`config.mk`:
```
export PLATFORM = sky130hd
export DESIGN_NAME = spm_arbiter
export DESIGN_NICKNAME = d
export VERILOG_FILES = /design/src/rtl/spm_arbiter.sv
export SDC_FILE = /design/constraint.sdc
export NUM_CORES = 1
export LEC_CHECK = 0
export ABC_AREA = 1
export BUFFER_PORTS_ARGS = -buffer_cell sky130_fd_sc_hd__clkbuf_2
export CAP_MARGIN = 10
export CORE_AREA = 2 2 114 116
export CTS_CLUSTER_SIZE = 28
export DETAILED_ROUTE_END_ITERATION = 7
export DIE_AREA = 0 0 116 118
export GPL_TIMING_DRIVEN = 0
export PLACE_DENSITY = 0.52
export SYNTH_ARGS = -nofsm -noshare
export SYNTH_HDL_FRONTEND = slang
export SYNTH_SLANG_ARGS = --single-unit
```
`constraint.sdc`:
```
create_clock -name clk -period 1.61 [get_ports clk]
set_input_delay 0.0805 -clock clk [delete_from_list [all_inputs] [get_ports clk]]
set_output_delay 0.0805 -clock clk [all_outputs]
set_load 0.02 [all_outputs]
```
`src/rtl/spm_arbiter.sv`:
```
// SPM port B arbiter: fixed-priority MEM with a starvation-guaranteed DMA slot and read-return routing.
// Optional build macro SPM_ARB_STAT_EN adds saturating grant/stall statistics counters.
module spm_arbiter #(
  parameter int unsigned MAX_WAIT = 4,
  parameter int unsigned WAIT_W   = 8
) (
  input  logic        clk,
  input  logic        reset,
  input  logic        mem_as_,
  input  logic        mem_rw,
  input  logic [29:0] mem_addr,
  input  logic [31:0] mem_wr_data,
  output logic [31:0] mem_rd_data,
  output logic        mem_busy,
  input  logic        dma_req,
  input  logic        dma_rw,
  input  logic [29:0] dma_addr,
  input  logic [31:0] dma_wr_data,
  output logic        dma_gnt,
  output logic [31:0] dma_rd_data,
  output logic        dma_rd_valid,
  output logic        spm_as_,
  output logic        spm_rw,
  output logic [29:0] spm_addr,
  output logic [31:0] spm_wr_data,
`ifdef SPM_ARB_STAT_EN
  output logic [15:0] stat_dma_gnt,
  output logic [15:0] stat_mem_stall,
`endif
  input  logic [31:0] spm_rd_data
);

  localparam int unsigned STAT_W = 16;

  typedef enum logic {
    ST_NORMAL,
    ST_FORCE
  } state_t;

  typedef enum logic [1:0] {
    OWN_NONE,
    OWN_MEM,
    OWN_DMA
  } owner_t;

  state_t              state, state_next;
  owner_t              rd_owner, rd_owner_next;
  logic [WAIT_W-1:0]   wait_cnt;
  logic                mem_gnt;

  // Grant decode: same-cycle, so MEM sees no added latency.
  always_comb begin
    state_next = state;
    mem_gnt    = 1'b0;
    dma_gnt    = 1'b0;
    mem_busy   = 1'b0;
    if (!reset) begin
      case (state)
        ST_NORMAL: begin
          if (!mem_as_) begin
            mem_gnt = 1'b1;
          end else if (dma_req) begin
            dma_gnt = 1'b1;
          end
          if (dma_req && !dma_gnt && (wait_cnt == WAIT_W'(MAX_WAIT - 1))) begin
            state_next = ST_FORCE;
          end
        end
        ST_FORCE: begin
          state_next = ST_NORMAL;
          if (dma_req) begin
            dma_gnt  = 1'b1;
            mem_busy = !mem_as_;
          end else if (!mem_as_) begin
            mem_gnt = 1'b1;
          end
        end
        default: state_next = ST_NORMAL;
      endcase
    end
  end

  // Port B mux; idle bus is held at zero.
  always_comb begin
    spm_as_     = 1'b1;
    spm_rw      = 1'b0;
    spm_addr    = '0;
    spm_wr_data = '0;
    if (mem_gnt) begin
      spm_as_     = 1'b0;
      spm_rw      = mem_rw;
      spm_addr    = mem_addr;
      spm_wr_data = mem_wr_data;
    end else if (dma_gnt) begin
      spm_as_     = 1'b0;
      spm_rw      = dma_rw;
      spm_addr    = dma_addr;
      spm_wr_data = dma_wr_data;
    end
  end

  always_comb begin
    rd_owner_next = OWN_NONE;
    if (mem_gnt && mem_rw) begin
      rd_owner_next = OWN_MEM;
    end else if (dma_gnt && dma_rw) begin
      rd_owner_next = OWN_DMA;
    end
  end

  always_ff @(posedge clk) begin
    if (reset) begin
      state    <= ST_NORMAL;
      rd_owner <= OWN_NONE;
      wait_cnt <= '0;
    end else begin
      state    <= state_next;
      rd_owner <= rd_owner_next;
      if (dma_gnt || !dma_req) begin
        wait_cnt <= '0;
      end else if (wait_cnt != {WAIT_W{1'b1}}) begin
        wait_cnt <= wait_cnt + WAIT_W'(1);
      end
    end
  end

  // Return data follows the owner recorded at grant time, not the current grant.
  always_comb begin
    mem_rd_data  = '0;
    dma_rd_data  = '0;
    dma_rd_valid = 1'b0;
    if (!reset) begin
      if (rd_owner == OWN_MEM) begin
        mem_rd_data = spm_rd_data;
      end else if (rd_owner == OWN_DMA) begin
        dma_rd_data  = spm_rd_data;
        dma_rd_valid = 1'b1;
      end
    end
  end

`ifdef SPM_ARB_STAT_EN
  always_ff @(posedge clk) begin
    if (reset) begin
      stat_dma_gnt   <= '0;
      stat_mem_stall <= '0;
    end else begin
      if (dma_gnt && (stat_dma_gnt != {STAT_W{1'b1}})) begin
        stat_dma_gnt <= stat_dma_gnt + STAT_W'(1);
      end
      if (mem_busy && (stat_mem_stall != {STAT_W{1'b1}})) begin
        stat_mem_stall <= stat_mem_stall + STAT_W'(1);
      end
    end
  end
`endif

endmodule
```
Word-level counts from Yosys, hierarchy flattened:

Index checks and enable logic that the tools add are counted.

* flip-flop bits (word level): 11
* output and inout port bits: 131

* equal/unequal tests: 4
* $add $sub $neg: 1
* mux-type cells: 33
* bitwise operators: 1
* reductions and logical operators: 10

Operators with widths (number)
* $mux W32: 7
* $mux W30: 2
* $mux W1: 20
* $add A8 B1 Y8 const B: 1
* $eq A8 B2 Y1 const B: 1
* $ne A8 B8 Y1 const B: 1
* $pmux W1 S2: 3
* $logic_and A1 B1 Y1: 4
* $reduce_or A2 Y1: 2
* $logic_not A1 Y1: 3
* $eq A2 B1 Y1 const B: 1
* $eq A2 B2 Y1 const B: 1
* $mux W2: 1
* $logic_or A1 B1 Y1: 1
* $not A1 Y1: 1

Depth between registers and ports, before layout:

Gate-level depths: netlist of run 1.

* depth after elaboration: 9
* gate-level depth with buffers: 7
* gate-level depth less buffers: 7

Least setup slack after synthesis of run 1:

No wires, ideal clock.

* path kind: register to register
* start: register wait_cnt[0]
* end: register wait_cnt[0]
* period minus slack after synthesis: 1154 ps
* slack: 456 ps
* stages on the path, launching flop included: 7
* arrival: 1038 ps
* path buffers: 0
* cell sequence: dfxtp_1 ha_1 nand2_1 nor2_2 nand2_2 o21ai_0 nor2_1

* longest elaborated chain between the ends: 1
* elaborated cells on any way between the ends: 2

Ends and longest elaborated chain
* start, declared: RTL line 48 `logic [WAIT_W-1:0] wait_cnt;`
* start signal, assigned: RTL line 122 `wait_cnt <= wait_cnt + WAIT_W'(1);`
* $add A8 B1 Y8 or $ne A8 B8 Y1 (tied branches): RTL line 122, 121

Parallel ways exist; a longest one is shown, timed or not.
A chain may end at the register's enable or synchronous reset.

Worst setup path in the final report of run 1:

* start: register state
* end: output spm_addr[4]

* longest elaborated chain between the ends: 5
* elaborated cells on any way between the ends: 7

Ends and longest elaborated chain
* start, declared: RTL line 46 `state_t state, state_next;`
* start signal, assigned: RTL line 117 `state <= state_next;`
* $not A1 Y1
* $pmux W1 S2: RTL line 58 `case (state)`
* $mux W1: RTL line 57 `if (!reset) begin`
* $mux W30: RTL line 94 `end else if (dma_gnt) begin`
* $mux W30 *: RTL line 89 `if (mem_gnt) begin`
* end, declared: RTL line 24 `output logic [29:0] spm_addr,`

Every way passes the cells marked *; elsewhere a longest branch is shown, timed or not.

==> results of run 1 <==
metrics by stage:
step | area (sq um) | utilization, % | total power [mW] | hold WS (ns)
after CTS | 3460 | 27.9 | 1.49 | 0.105
after detailed placement | 3350 | 27.0 | 1.02 | 0.350
after global placement | 3350 | 27.0 | 1.02 | 0.348
after global routing | 3470 | 28.0 | 1.57 | 0.123
after floorplan | 1670 | - | 0.653 | 0.229
final | 3470 | 28.0 | 1.47 | 0.110
kinds of logic (layout without fill, tap and decap cells):
group / count (synthesis) / count (layout) / synth area share (%)
flops: 11 / 11 / 13.2
compound gates: 70 / 70 / 35.6
buf+inv: 66 / 364 / 20.8
simple gates: 118 / 118 / 29.6
fa+ha+maj: 1 / 1 / 0.750
power by group through the flow:
| stage | clock (mW) | combinational [mW] | sequential (mW) |
|---|---|---|---|
| floorplan | 0 | 0.370 | 0.283 |
| global placement | 0 | 0.737 | 0.283 |
| detailed placement | 0 | 0.735 | 0.283 |
| CTS | 0.461 | 0.747 | 0.279 |
| global route | 0.487 | 0.805 | 0.279 |
| finish | 0.447 | 0.742 | 0.279 |
flip-flops by register name, summed over array words and instances, names as in the netlist:
name      flops
rd_owner      2
state         1
wait_cnt      8
cell usage in the layout, fill, tap and decap left out, types with 2 or more instances in the layout:
cell type,Yosys,final
clkbuf_2,0,290
nor2_1,85,85
a22o_1,62,62
inv_1,44,44
nand2_1,17,16
buf_6,12,12
dfxtp_1,11,10
buf_2,6,7
nand3_1,5,4
inv_2,3,3
nand2_2,3,3
a21oi_1,3,3
clkbuf_16,0,3
nor2_2,2,2
nor3_1,2,2
o21ai_0,2,2
critical path, delay by kind of cell (launching register included):
kind	cells	cell delay (ns)
buffers and inverters	3	0.44
flip-flops	1	0.32
AO/OA/AOI/OAI	1	0.24
AND/OR/NAND/NOR	2	0.20
path summary, 6_finish.rpt:
path / depth (start not counted) / endpoint / from / slack (ns)
worst max-delay path: 6 / spm_addr[4] / state / 0.08
worst min register to register: 2 / wait_cnt[3] / wait_cnt[3] / 0.53
worst min-delay path: 3 / rd_owner[1] / dma_rw / 0.11
worst max register to register: 6 / wait_cnt[0] / wait_cnt[0] / 0.29
per-layer routing:
metal / track usage [%] / vias up
met1: 15.8 / 1233
met3: 3.19 / 6
met4: 0.818 / 0
met2: 23.3 / 153
met5: 0 / -
li1: - / 1478
cell type report:
class	count	area (sq um)	share of cell area, %
Tap cell	172	215	6.20
Buffer	18	165	4.76
Multi-Input combinational cell	189	1110	32.1
Inverter	48	185	5.34
Clock buffer	4	78.8	2.27
Timing Repair Buffer	294	1490	43.0
Sequential cell	11	221	6.38
what timing repair did:
action / in CTS / in global routing
gates cloned: 0 / 0
resized for setup: 2 / 5
setup buffers: 2 / 0
pin swaps: 2 / 1
setup endpoints to repair: 7 / 18
==> results.json, run 1 <==
{
  "run_status": "finished clean",
  "yosysTopAreaCell": "a22o_1",
  "dr.pass1.iters": 6,
  "pin_count": 293,
  "diodes": 0,
  "ys_top_cells_by_area": "a22o_1, nor2_1, dfxtp_1",
  "routed_wl_microns": 9800,
  "dieArea_sq_um": 13700,
  "grt_pass1_wl_microns": 14000,
  "nNetsFinal": 728,
  "pwr-share-seq_pct": 19.0,
  "yosysSeqAreaShare_pct": 13.2,
  "synth-async-reset-ratio_pct": 0,
  "p_leak_nw": 2.22,
  "worstSetupPathType": "reg -> out",
  "syn_area_sq_um": 1670,
  "antenna_found_initial": 0,
  "drive_gt1_share_pct": 58.5,
  "p_per_area_nw_per_um2": 423,
  "drc": 0,
  "die_w_microns": 116,
  "via_count": 2870,
  "crit_path_start_kind": "flip-flop",
  "worstMarginPinSlew_ns": 0.219,
  "fin_cells": 736,
  "routabilityCongestion": 0.831,
  "ys.flop_type": "dfxtp_1",
  "required_ns": 1.53,
  "yosysUniqueCellTypes": 23,
  "maxSlewHeadroom_pct": 85.4,
  "core_area_sq_um": 12400,
  "wl_met3_microns": 845,
  "hpwl_microns": 8670,
  "clockRootBuffer": "clkbuf_16",
  "wire_per_inst_microns": 13.3,
  "setup_tns_ns": 0,
  "power_frac_comb_pct": 50.6,
  "grt_max_degree": 11,
  "finClkSkew_ns": 0.000940,
  "row_count": 41,
  "end_kind": "primary output",
  "h-tree-depth": 1,
  "yosysTopAreaCellShare_pct": 32.5,
  "die_height_microns": 118,
  "hold_viol": 0,
  "globalRouteTotalUtil_pct": 12.8,
  "m1WireLength_microns": 4180,
  "final-max-slew-violation-count": 0,
  "syn_inst": 266,
  "ys_ff_latch": 11,
  "clk_pin_slew_worst_paths_ns": 0.04,
  "cts.sinks": 11,
  "setup_slack_ns": 0.0833,
  "p_sw_uw": 526,
  "vias_per_cell": 3.90,
  "hold_path.class": "in -> reg",
  "maxCapViolCount": 0,
  "initial_core_util_pct": 13.4,
  "grt_pass1_vias": 2649,
  "clk_latency_ns": 0.23,
  "cts_inserted_buffers": 3,
  "cp_max_fo": 10,
  "pwr-share-clk_pct": 30.4,
  "sw_frac_of_total_pct": 35.8,
  "cp_slowest_cell": "dfxtp_2",
  "arrival_ns": 1.45,
  "route.met2.wl_microns": 4740,
  "synth_common_cells": "nor2_1, a22o_1, inv_1",
  "antenna_left": 0,
  "avgSynthCellArea_sq_um": 6.27,
  "rsz0062_at_grt": "no",
  "ctsHoldBuffers": 0,
  "yosysMostFrequentCell": "nor2_1",
  "io_buffers": 292,
  "synth_edf_count": 0,
  "area.growth.synth_to_final_pct": 108,
  "synth_warnings": 0,
  "period_share_pct": 94.8,
  "crit_chain": "nor2_4 -> nor2_8 -> buf_12 -> buf_6 -> a22o_1 -> clkbuf_2",
  "p_int_uw": 942,
  "cts_tree": "built",
  "min_period_ns": 1.53,
  "clk_path_buf_depth": 2,
  "fillCellCount": 1422,
  "setup_viol": 0,
  "dp_slack_ns": 0.193,
  "dp_cells": 730,
  "drtIter0Drc": 125,
  "overflow": 0,
  "ir_worst_vdd_v": 0.000997,
  "topRoutingLayerUsed": "met4",
  "fmax_mhz": 655,
  "slowest_delay_ns": 0.32,
  "syn_nets": 429
}
Power figures use the tool's default switching activity.
==> run 2, diff against run 1 <==
--- a/config.mk
+++ b/config.mk
@@ -9,6 +9,7 @@
 export BUFFER_PORTS_ARGS = -buffer_cell sky130_fd_sc_hd__clkbuf_2
 export CAP_MARGIN = 10
 export CORE_AREA = 2 2 114 116
+export CTS_BUF_LIST = sky130_fd_sc_hd__clkbuf_16
 export CTS_CLUSTER_SIZE = 28
 export DETAILED_ROUTE_END_ITERATION = 7
 export DIE_AREA = 0 0 116 118
==> results.json, run 2 (same netlist as run 1, synthesis figures left out) <==
{
  "run_status": "finished clean",
  "grt_util_met3_pct": 3.19,
  "clockRootBuffer": "clkbuf_16",
  "diodes": 0,
  "wire_per_inst_microns": 13.3,
  "fillCellCount": 1422,
  "antenna_left": 0,
  "p_total_mw": 1.46,
  "die_w_microns": 116,
  "crit_path_start_kind": "flip-flop",
  "end_kind": "primary output",
  "clk_latency_ns": 0.23,
  "via_count": 2870,
  "p_leak_nw": 2.23,
  "reg_top3": "wait_cnt x8, rd_owner x2, state x1",
  "cp_slowest_cell": "dfxtp_2",
  "grt_util_met2_pct": 23.3,
  "cp_max_fo": 10,
  "drive_gt1_share_pct": 58.5,
  "top_register": "wait_cnt",
  "drc": 0,
  "endpoint": "spm_addr[4]",
  "worstMarginPinSlew_ns": 0.219,
  "io_buffers": 292,
  "ir_worst_vdd_v": 0.000999,
  "final_common_cell": "clkbuf_2",
  "maxSlewHeadroom_pct": 85.4,
  "clk_pin_slew_worst_paths_ns": 0.04,
  "hold_viol": 0,
  "r2r_cells": 6,
  "setup_viol": 0,
  "crit_chain": "nor2_4 -> nor2_8 -> buf_12 -> buf_6 -> a22o_1 -> clkbuf_2",
  "multi_input_area_sq_um": 1110,
  "clk_path_buf_depth": 2,
  "p_per_area_nw_per_um2": 421,
  "globalRouteTotalUtil_pct": 12.8,
  "setup_tns_ns": 0,
  "rsz0062_at_grt": "no",
  "row_count": 41,
  "pin_count": 293,
  "routed_wl_microns": 9800,
  "min_period_ns": 1.53,
  "fmax_mhz": 655,
  "cts_tree": "built",
  "dr.pass1.iters": 6,
  "overflow": 0,
  "nNetsFinal": 728,
  "r2r_slack_ns": 0.29,
  "reg2reg_to": "wait_cnt[0]",
  "antenna_found_initial": 0,
  "rr_startpoint": "wait_cnt[0]",
  "grt_pass1_wl_microns": 14000,
  "drtIter0Drc": 125,
  "cts.sinks": 11,
  "routabilityCongestion": 0.831,
  "h-tree-depth": 1,
  "maxCapViolCount": 0,
  "final-seq-area_sq_um": 221,
  "vias_per_cell": 3.90,
  "hold_path.class": "in -> reg",
  "initial_core_util_pct": 13.4,
  "period_share_pct": 94.8,
  "arrival_ns": 1.45,
  "dieArea_sq_um": 13700,
  "grt_busiest_layer": "met2",
  "finClkSkew_ns": 0.00114,
  "cp-startpoint": "state",
  "slowest_delay_ns": 0.32,
  "grt_max_degree": 11,
  "final-max-slew-violation-count": 0,
  "die_height_microns": 118,
  "required_ns": 1.53,
  "worstSetupPathType": "reg -> out",
  "largest_reg_flops": 8,
  "area.growth.synth_to_final_pct": 108,
  "grt_pass1_vias": 2649,
  "hpwl_microns": 8670,
  "layout_common_cells": "clkbuf_2, nor2_1, a22o_1",
  "cts_inserted_buffers": 3,
  "met1_usage_pct": 15.8,
  "core_area_sq_um": 12400
}
run 2: changes by cell type in the layout (fill, tap and decap cells not counted):
cell,change
clkbuf_1,-1
inv_1,+1
run 2: worst max-delay path, delay by kind of cell, from the launching register on:
family	cells	cell delay [ns]
DFF	1	0.32
AOI/OAI and AO/OA	1	0.24
buffers and inverters	3	0.44
and+or+nand+nor	2	0.20
run 2: final cells by class:
type / instances / area share [%]
Inverter: 48 / 5.34
Tap cell: 172 / 6.20
Clock inverter: 1 / 0.108
Timing Repair Buffer: 294 / 43.0
Buffer: 18 / 4.76
Sequential cell: 11 / 6.38
Multi-Input combinational cell: 189 / 32.1
Clock buffer: 3 / 2.16
run 2: worst min-delay path by stage:
stage          startpoint     endpoint  slack [ns]  depth (start not counted)
2_1_floorplan      dma_rw  rd_owner[1]        0.23                          2
3_3_place_gp       dma_rw  rd_owner[1]        0.35                          3
3_5_place_dp       dma_rw  rd_owner[1]        0.35                          3
4_1_cts            dma_rw  rd_owner[1]        0.10                          3
5_1_grt            dma_rw  rd_owner[1]        0.12                          3
6_report           dma_rw  rd_owner[1]        0.11                          3
run 2: per-layer routing:
layer	up-vias	share of wire, %
li1	1478	-
met5	-	0
met1	1233	43
met3	6	8.6
met2	153	48
met4	0	0.40
run 2: through the flow:
stage                     cells  hold slack (ns)  setup WS (ns)  instance area [sq um]  utilization [%]
after floorplan             266            0.229          0.456                   1670                -
after global placement      730            0.348          0.204                   3350             27.0
after detailed placement    730            0.350          0.193                   3350             27.0
after CTS                   736            0.105         0.0109                   3460             27.9
after global routing        736            0.123         0.0109                   3470             28.0
final                       736            0.110         0.0833                   3470             28.0
run 2: what timing repair did:
action,in CTS,in global routing
gates cloned,0,0
buffers inserted,2,0
hold buffers,0,0
setup endpoints to repair,7,18
gates resized for setup,2,5
pin swaps,2,1
run 2: power breakdown:
part	internal (mW)	switching (mW)	leakage (nW)
registers	0.277	0.00219	0.0895
clock network	0.325	0.115	0.0423
logic	0.333	0.409	2.10
total	0.935	0.526	2.23
